**src/rtl/wb_scn_sequencer.sv**
```systemverilog
// wb_scn_sequencer: Wishbone-controlled command FIFO that sequences screen
// draws on the static-screen engine via opt_scn/init_draw and done_draw.
// Optional slideshow auto-advance is built when SCN_SLIDESHOW_EN is defined.
module wb_scn_sequencer #(
   parameter int unsigned FIFO_DEPTH  = 4,
   parameter int unsigned INIT_CYCLES = 8,
   parameter int unsigned TIMEOUT     = 2000000
) (
   input  logic        clk,
   input  logic        reset,
   input  logic [3:0]  wb_adr_i,
   input  logic [31:0] wb_dat_i,
   output logic [31:0] wb_dat_o,
   input  logic [3:0]  wb_sel_i,
   input  logic        wb_we_i,
   input  logic        wb_stb_i,
   input  logic        wb_cyc_i,
   output logic        wb_ack_o,
   output logic [3:0]  opt_scn,
   output logic        init_draw,
   input  logic        done_draw,
   output logic        irq
);

   localparam int unsigned AW = (FIFO_DEPTH > 1) ? $clog2(FIFO_DEPTH) : 1;
   localparam int unsigned LW = AW + 1;
   localparam int unsigned IW = (INIT_CYCLES > 1) ? $clog2(INIT_CYCLES) : 1;
   localparam int unsigned TW = $clog2(TIMEOUT + 1);

   typedef enum logic [2:0] {
      S_IDLE, S_LAUNCH, S_WAIT_LOW, S_WAIT_DONE, S_COMPLETE
   } state_e;

   state_e        state_q, state_d;
   logic [3:0]    opt_scn_q, opt_scn_d;
   logic [IW-1:0] lcnt_q, lcnt_d;
   logic [TW-1:0] tcnt_q, tcnt_d;
   logic          init_draw_q;
   logic          ack_q, irq_q, irq_en_q;
   logic [31:0]   dat_q, rdata_c;
   logic          err_q, pend_q, ovf_q;
   logic          done_meta_q, done_s_q;
   logic [3:0]    mem_q [FIFO_DEPTH];
   logic [AW-1:0] rd_ptr_q, wr_ptr_q;
   logic [LW-1:0] level_q;
   logic          pop_c, set_pend_c, set_err_c, auto_fire_c, auto_en_rd_c;
   logic [23:0]   period_rd_c;
   logic          unused_bits;

   // Bus decode: request opens a one-cycle ack; writes commit in the ack cycle
   logic       req_c, commit_c, wr_cmd_c, wr_stat_c, wr_ctrl_c, flush_c;
   logic       full_c, empty_c, push_ok_c;
   logic [1:0] reg_sel_c;
   assign req_c     = wb_stb_i & wb_cyc_i & ~ack_q;
   assign commit_c  = ack_q & wb_stb_i & wb_cyc_i & wb_we_i & wb_sel_i[0];
   assign reg_sel_c = wb_adr_i[3:2];
   assign wr_cmd_c  = commit_c & (reg_sel_c == 2'd0);
   assign wr_stat_c = commit_c & (reg_sel_c == 2'd1);
   assign wr_ctrl_c = commit_c & (reg_sel_c == 2'd2);
   assign flush_c   = wr_ctrl_c & wb_dat_i[1];
   assign full_c    = (level_q == LW'(FIFO_DEPTH));
   assign empty_c   = (level_q == '0);
   assign push_ok_c = wr_cmd_c & ~flush_c & (~full_c | pop_c);
   assign unused_bits = ^{wb_dat_i[31:6], wb_adr_i[1:0], wb_sel_i[3:1]};

   assign wb_ack_o  = ack_q;
   assign wb_dat_o  = dat_q;
   assign opt_scn   = opt_scn_q;
   assign init_draw = init_draw_q;
   assign irq       = irq_q;

`ifdef SCN_SLIDESHOW_EN
   logic        wr_per_c, auto_en_q;
   logic [23:0] period_q, idle_cnt_q;
   assign wr_per_c     = commit_c & (reg_sel_c == 2'd3);
   assign auto_fire_c  = auto_en_q & (period_q != '0) & (state_q == S_IDLE) & empty_c &
                         ~wr_cmd_c & (idle_cnt_q == period_q - 24'd1);
   assign auto_en_rd_c = auto_en_q;
   assign period_rd_c  = period_q;

   // Slideshow period/enable registers and idle-cycle counter
   always_ff @(posedge clk or posedge reset) begin
      if (reset) begin
         auto_en_q  <= 1'b0;
         period_q   <= '0;
         idle_cnt_q <= '0;
      end else begin
         if (wr_ctrl_c) auto_en_q <= wb_dat_i[2];
         if (wr_per_c)  period_q  <= wb_dat_i[23:0];
         if (wr_cmd_c || state_q != S_IDLE || state_d != S_IDLE || !auto_en_q ||
             period_q == '0 || !empty_c)
            idle_cnt_q <= '0;
         else
            idle_cnt_q <= idle_cnt_q + 24'd1;
      end
   end
`else
   assign auto_fire_c  = 1'b0;
   assign auto_en_rd_c = 1'b0;
   assign period_rd_c  = '0;
`endif

   // Two-flop synchronizer for the engine's done level
   always_ff @(posedge clk or posedge reset) begin
      if (reset) begin
         done_meta_q <= 1'b0;
         done_s_q    <= 1'b0;
      end else begin
         done_meta_q <= done_draw;
         done_s_q    <= done_meta_q;
      end
   end

   // FIFO storage (no reset needed; validity tracked by level)
   always_ff @(posedge clk) begin
      if (push_ok_c) mem_q[wr_ptr_q] <= wb_dat_i[3:0];
   end

   // FIFO pointers and level; flush discards everything queued
   always_ff @(posedge clk or posedge reset) begin
      if (reset) begin
         rd_ptr_q <= '0;
         wr_ptr_q <= '0;
         level_q  <= '0;
      end else if (flush_c) begin
         rd_ptr_q <= '0;
         wr_ptr_q <= '0;
         level_q  <= '0;
      end else begin
         if (push_ok_c) wr_ptr_q <= wr_ptr_q + AW'(1);
         if (pop_c)     rd_ptr_q <= rd_ptr_q + AW'(1);
         case ({push_ok_c, pop_c})
            2'b10:   level_q <= level_q + LW'(1);
            2'b01:   level_q <= level_q - LW'(1);
            default: level_q <= level_q;
         endcase
      end
   end

   // Sequencer next-state: launch, drain stale done, await done, complete
   always_comb begin
      state_d    = state_q;
      opt_scn_d  = opt_scn_q;
      lcnt_d     = lcnt_q;
      tcnt_d     = tcnt_q;
      pop_c      = 1'b0;
      set_pend_c = 1'b0;
      set_err_c  = 1'b0;
      case (state_q)
         S_IDLE: begin
            if (!empty_c) begin
               pop_c     = 1'b1;
               opt_scn_d = mem_q[rd_ptr_q];
               state_d   = S_LAUNCH;
               lcnt_d    = '0;
               tcnt_d    = '0;
            end else if (auto_fire_c) begin
               opt_scn_d = opt_scn_q + 4'd1;
               state_d   = S_LAUNCH;
               lcnt_d    = '0;
               tcnt_d    = '0;
            end
         end
         S_LAUNCH: begin
            lcnt_d = lcnt_q + IW'(1);
            if (lcnt_q == IW'(INIT_CYCLES - 1)) state_d = S_WAIT_LOW;
         end
         S_WAIT_LOW:  if (!done_s_q) state_d = S_WAIT_DONE;
         S_WAIT_DONE: if (done_s_q)  state_d = S_COMPLETE;
         S_COMPLETE: begin
            set_pend_c = 1'b1;
            state_d    = S_IDLE;
         end
         default: state_d = S_IDLE;
      endcase
      if (state_q == S_LAUNCH || state_q == S_WAIT_LOW || state_q == S_WAIT_DONE) begin
         tcnt_d = tcnt_q + TW'(1);
         if (tcnt_q == TW'(TIMEOUT - 1)) begin
            state_d   = S_IDLE;
            set_err_c = 1'b1;
         end
      end
   end

   // Sequencer state and engine-facing outputs
   always_ff @(posedge clk or posedge reset) begin
      if (reset) begin
         state_q     <= S_IDLE;
         opt_scn_q   <= '0;
         lcnt_q      <= '0;
         tcnt_q      <= '0;
         init_draw_q <= 1'b0;
      end else begin
         state_q     <= state_d;
         opt_scn_q   <= opt_scn_d;
         lcnt_q      <= lcnt_d;
         tcnt_q      <= tcnt_d;
         init_draw_q <= (state_d == S_LAUNCH);
      end
   end

   // Register read mux
   always_comb begin
      rdata_c = '0;
      case (reg_sel_c)
         2'd0: rdata_c = {28'd0, opt_scn_q};
         2'd1: rdata_c = {20'd0, 4'(level_q), 2'b00, ovf_q, pend_q, err_q,
                          empty_c, full_c, (state_q != S_IDLE)};
         2'd2: rdata_c = {29'd0, auto_en_rd_c, 1'b0, irq_en_q};
         default: rdata_c = {8'd0, period_rd_c};
      endcase
   end

   // Bus handshake, sticky status bits, control and interrupt
   always_ff @(posedge clk or posedge reset) begin
      if (reset) begin
         ack_q    <= 1'b0;
         dat_q    <= '0;
         err_q    <= 1'b0;
         pend_q   <= 1'b0;
         ovf_q    <= 1'b0;
         irq_en_q <= 1'b0;
         irq_q    <= 1'b0;
      end else begin
         ack_q <= req_c;
         dat_q <= req_c ? rdata_c : 32'd0;
         if (wr_stat_c && wb_dat_i[3]) err_q  <= 1'b0;
         if (wr_stat_c && wb_dat_i[4]) pend_q <= 1'b0;
         if (wr_stat_c && wb_dat_i[5]) ovf_q  <= 1'b0;
         if (set_err_c)  err_q  <= 1'b1;
         if (set_pend_c) pend_q <= 1'b1;
         if (wr_cmd_c && !flush_c && full_c && !pop_c) ovf_q <= 1'b1;
         if (wr_ctrl_c) irq_en_q <= wb_dat_i[0];
         irq_q <= irq_en_q & (pend_q | err_q);
      end
   end

endmodule

```
**config.mk**
```make
export PLATFORM = sky130hd
export DESIGN_NAME = wb_scn_sequencer
export DESIGN_NICKNAME = d
export VERILOG_FILES = /design/src/rtl/wb_scn_sequencer.sv
export SDC_FILE = /design/constraint.sdc
export NUM_CORES = 1
export LEC_CHECK = 0
export CAP_MARGIN = 20
export CORE_MARGIN = 2
export CORE_UTILIZATION = 35
export CTS_CLUSTER_SIZE = 24
export DETAILED_ROUTE_END_ITERATION = 16
export HOLD_SLACK_MARGIN = 0.15
export PLACE_DENSITY_LB_ADDON = 0.15
export SLEW_MARGIN = 20
export SYNTH_ARGS = -nofsm -noshare
export SYNTH_HDL_FRONTEND = slang
export SYNTH_SLANG_ARGS = --single-unit
export TNS_END_PERCENT = 50
```
**constraint.sdc**
```tcl
create_clock -name clk -period 4.9 [get_ports clk]
set_clock_uncertainty 0.2 [all_clocks]
set_input_delay 0.98 -clock clk [delete_from_list [all_inputs] [get_ports clk]]
set_output_delay 0.98 -clock clk [all_outputs]
set_load 0.005 [all_outputs]
```
Word level (Yosys, flattened, before mapping):

Memories as Yosys holds them, arrays and structs flattened. A register that Yosys moved wholly into a read port is not among the register bits.
Cells that the tools add are included.

* $add $sub $neg: 6
* multiply operators: 0
* divide/modulo/power cells: 0
* order comparisons: 0
* eq/ne operators: 14
* shifts and indexed selects: 0
* mux-type cells: 33
* bitwise gates (word level): 19
* reduce and logical (&&, ||, !) cells: 25

Operators by type and width (number)
* $mux 21: 3
* $pmux 11 s3: 1
* $mux 32: 1
* $mux 3: 8
* $add 21x1->21 const B: 1
* $eq 21x21->1 const B: 1
* $reduce_bool 2->1: 7
* $and 1x1->1: 13
* $mux 1: 13
* $pmux 3 s2: 2
* $pmux 3 s4: 1
* $eq 3x3->1 const B: 3
* $mux 2: 4
* $add 3x1->3 const B: 2
* $eq 3x1->1 const B: 2
* $eq 3x2->1 const B: 2
* $logic_and 1x1->1: 6
* $logic_not 3->1: 2
* $reduce_and 2->1: 3
* $reduce_bool 3->1: 2
* $add 2x1->2 const B: 2
* $eq 2x1->1 const B: 2
* $eq 2x2->1 const B: 2
* $not 1->1: 4
* 7 further kinds: 10

* flip-flop bits (word level): 75
* latch bits: 0
* RAM bits: 16
* ROM bits: 0
* bits of input ports: 46
* output and inout port bits: 39
* word-level logic and storage cells: 114
* memories kept: 1

Memories
* mem_q: depth 4, width 4, read ports 1, clocked after Yosys merged registers in 1, write ports 1, RTL line 43 `logic [3:0] mem_q [FIFO_DEPTH];`

Logic depth before layout (Yosys ltp):

* depth after elaboration: 12
* depth in mapped cells: 9
* depth with buffers taken out: 7

Worst setup path after synthesis:

No wires, ideal clock.

* kind: input-to-reg
* start: input port wb_adr_i[2]
* end: register level_q[2]
* library setup time: 0.136 ns
* arrival: 2.504 ns
* required time: 4.564 ns
* setup slack: 2.059 ns
* stages on the path: 8
* buffers on the path: 1
* cells stage by stage: buf_6 > or3b_4 > nor2_1 > nor2_1 > fa_1 > nor3_1 > o21ai_0 > nor3b_2

* word-level cells in the longest chain between the ends: 9
* elaborated cells on any way between the ends: 13
* those cells by class: eq/ne: 3; mux: 2; bitwise: 6; reduce/logical: 2

RTL lines
* from (decl): RTL line 11 `input logic [3:0] wb_adr_i,`
* $eq 2x2->1: RTL line 59 `assign wr_ctrl_c = commit_c & (reg_sel_c == 2'd2);`
* $and 1x1->1: RTL line 59
* $and 1x1->1: RTL line 60 `assign flush_c = wr_ctrl_c & wb_dat_i[1];`
* $not 1->1: RTL line 63 `assign push_ok_c = wr_cmd_c & ~flush_c & (~full_c | pop_c);`
* $and 1x1->1 (2 in series): RTL line 63
* $eq 2x1->1 / $eq 2x2->1 (equally long branches): RTL line 132 `case ({push_ok_c, pop_c})`
* $pmux 3 s2: RTL line 132
* $mux 3: RTL line 125 `end else if (flush_c) begin`
* to (signal assigned): RTL line 133 `2'b10: level_q <= level_q + LW'(1);`
* to (signal assigned): RTL line 134 `2'b01: level_q <= level_q - LW'(1);`
* to (signal assigned): RTL line 135 `default: level_q <= level_q;`
* to (decl): RTL line 45 `logic [LW-1:0] level_q;`

Several ways; a longest one is shown, not always the timed one.
A chain may end at the register's enable or synchronous reset.

Worst setup path after layout:

Same ends and word-level chain as after synthesis.

==> results.json <==
{
  "status": "finished clean",
  "clkSlewWorstSetupHoldPaths_ns": 0.08,
  "rsz0062_at_grt": "no",
  "cts_setup_buffers": 0,
  "path_max_fanout": 7,
  "gr-total-overflow": 0,
  "synth_cell_types": 54,
  "grt_usage": 0.1339,
  "first_global_vias": 2092,
  "row_count": 36,
  "place_hpwl_um": 4629,
  "path_class": "input port to flip-flop",
  "final_common_cell": "dfrtp_1",
  "htreeDepth": 3,
  "synth_ff_type": "dfrtp_1",
  "hold_slack_ns": 0.1525,
  "utilization": 0.4172,
  "fin_crit_ns": 3.152,
  "insertion_delay_ns": 0.36,
  "cts_made_buffers": 9,
  "core_area_um2": 9684,
  "wl_per_cell_um": 13.32,
  "clockBufferDepth": 2,
  "ys_ff_latch": 72,
  "die_w_um": 103.3,
  "fin_cells": 480,
  "post-route-period-util": 0.6434,
  "async_reset_ff_frac": 0.7778,
  "initialDrtViolationCount": 104,
  "ys_warn_count": 0,
  "peakVddDrop_v": 0.0001828,
  "io_pins": 85,
  "cpMostUsedCell": "nor2_1",
  "slew_headroom": 0.3950,
  "hold_path_class": "flip-flop to flip-flop",
  "cts-root-buf": "clkbuf_8",
  "synth-edff-count": 16,
  "hold_viol_final": 0,
  "critPathArrivalTime_ns": 3.18,
  "drv_cap": 0,
  "power.total_mw": 1.868,
  "vias": 2214,
  "synth_area_um2": 3452,
  "cp-start-kind": "input port",
  "path_cells": "clkdlybuf4s50_1, or3b_4, nor2_1, nor2_1, fa_1, nor3_1, o21ai_0, nor3b_2",
  "grt_start_max_net_pins": 44,
  "p_per_area_nw_per_um2": 462.4,
  "grt_pass1_wl_um": 10670,
  "setup_violations": 0,
  "ant_nets": 0,
  "area_growth_pct": 17.04,
  "drv_slew": 0,
  "drtPass1Iterations": 4,
  "route.detailed.drc": 0,
  "start_util": 0.3565,
  "worst_slew_pin_slew_ns": 0.8992,
  "dieArea_um2": 10670,
  "p_leak_nw": 1.731,
  "max_stage_delay_ns": 0.57,
  "yosysSeqAreaShare": 0.5451,
  "endpoint_kind": "flip-flop",
  "final_cell_mix": "56 x dfrtp_1, 38 x nor2_1, 30 x nand2_1, 30 x clkdlybuf4s50_1, 23 x conb_1",
  "dp.cells": 464,
  "fin_tns_setup_ns": 0,
  "viasPerCell": 4.613,
  "postCtsHoldBufs": 0,
  "ctsResizeCount": 0,
  "antenna_found_initial": 0,
  "required_ns": 4.93,
  "clock-sinks": 72,
  "n_antenna_cell": 0,
  "wl_um": 6394,
  "synthCells": 306,
  "drive_gt1_frac": 0.1153,
  "syn_avg_cell_area_um2": 11.28,
  "num-nets-final": 396,
  "timing.fmax_mhz": 317.2,
  "slowest_stage": "clkdlybuf4s50_1",
  "cts_tree": "yes",
  "portBuffers": 30,
  "fillers": 923,
  "die_h_um": 103.3,
  "gp_congestion": 0.7631
}
-- power by group --
group | switching [mW] | total [mW] | internal (mW)
combinational | 0.261 | 0.512 | 0.251
clock | 0.245 | 0.537 | 0.292
sequential | 0.111 | 0.820 | 0.709
total | 0.617 | 1.87 | 1.25
-- worst paths after layout --
path / slack (ns) / from / depth (start not counted) / to
worst min-delay path: 0.15 / done_meta_q$_DFF_PP0_ / 0 / done_s_q$_DFF_PP0_
max in group asynchronous: 2.84 / reset / 3 / wb_ack_o$_DFF_PP0_
min in group asynchronous: 0.92 / reset / 2 / wr_ptr_q[1]$_DFFE_PP0P_
worst min register to register: 0.15 / done_meta_q$_DFF_PP0_ / 0 / done_s_q$_DFF_PP0_
worst max-delay path: 1.75 / wb_adr_i[2] / 8 / level_q[2]$_DFFE_PP0P_
worst max register to register: 2.29 / level_q[1]$_DFFE_PP0P_ / 7 / level_q[2]$_DFFE_PP0P_
-- synth_stat cells, types with 2 or more instances --
library cell / instances / area share
and4_1: 2 / 0.0051
mux2i_1: 6 / 0.017
clkbuf_1: 3 / 0.0033
nand3_1: 9 / 0.013
nor3_1: 8 / 0.012
or2_2: 2 / 0.0036
nor2_1: 38 / 0.041
ha_1: 7 / 0.025
buf_2: 2 / 0.0029
o21ai_0: 9 / 0.013
nor4_1: 4 / 0.0072
xor2_1: 12 / 0.030
xnor2_1: 8 / 0.020
edfxtp_1: 16 / 0.14
inv_1: 6 / 0.0065
a21o_1: 2 / 0.0043
and3_1: 6 / 0.011
and2_1: 6 / 0.011
nor3b_1: 2 / 0.0043
nor4b_1: 2 / 0.0051
a22o_1: 2 / 0.0051
nand2_1: 30 / 0.033
dfrtp_1: 56 / 0.41
mux4_2: 4 / 0.026
buf_4: 23 / 0.050
and2_2: 4 / 0.0087
or3_1: 2 / 0.0036
nand4_1: 9 / 0.016
-- through the flow --
| step | cell area, µm² | setup WS, ns |
|---|---|---|
| final | 4040 | 1.748 |
| after global routing | 4040 | 1.603 |
| after CTS | 4040 | 1.754 |
| after detailed placement | 3815 | 1.382 |
| after global placement | 3815 | 1.400 |
| after floorplan | 3535 | 2.059 |
-- kinds of logic (layout without fill, tap and decap cells) --
family                   after synthesis  count (layout)  synth area share
XOR/XNOR                              20              20           0.05074
AND/OR/NAND/NOR                      133             133            0.1994
other                                  1              23          0.001086
flip-flops                            72              72            0.5451
buffers and inverters                 36              55           0.06705
AO/OA/AOI/OAI                         24              24           0.05219
adder cells (fa/ha/maj)                8               8           0.03117
multiplexers                          12              12           0.05328
-- cell type report --
type                    count  area [µm²]  share of cell area
clock buffers               9       123.9             0.03066
flip-flops and latches     72        1882              0.4658
clock inverters             7       101.3             0.02509
repair buffers             33       322.8             0.07990
multi-input cells         220        1421              0.3518
inverters                   6       22.52            0.005574
well taps                 133       166.4             0.04119
-- flip-flops by register name, indices dropped and copies added (netlist names) --
| register | cells |
|---|---|
| tcnt_q | 21 |
| mem_q | 16 |
| wb_dat_o | 9 |
| opt_scn | 4 |
| lcnt_q | 3 |
| level_q | 3 |
| state_q | 3 |
| rd_ptr_q | 2 |
| wr_ptr_q | 2 |
| done_meta_q | 1 |
| done_s_q | 1 |
| err_q | 1 |
| init_draw | 1 |
| irq | 1 |
| irq_en_q | 1 |
| ovf_q | 1 |
| pend_q | 1 |
| wb_ack_o | 1 |
-- critical path, delay by kind of cell --
kind,cells,cell delay (ns)
AO/OA/AOI/OAI,1,0.09
adder cells (fa/ha/maj),1,0.38
buffers and inverters,1,0.57
AND/OR/NAND/NOR,5,1.16
-- metal layers --
| layer | GRT usage | vias to the layer above | routed length, µm |
|---|---|---|---|
| li1 | - | 1089 | - |
| met1 | 0.1864 | 1067 | 3101 |
| met2 | 0.1968 | 49 | 2911 |
| met3 | 0.03696 | 9 | 269 |
| met4 | 0.05769 | 0 | 112 |
| met5 | 0 | - | 0 |
No activity file was read; power rests on OpenSTA's default activity.
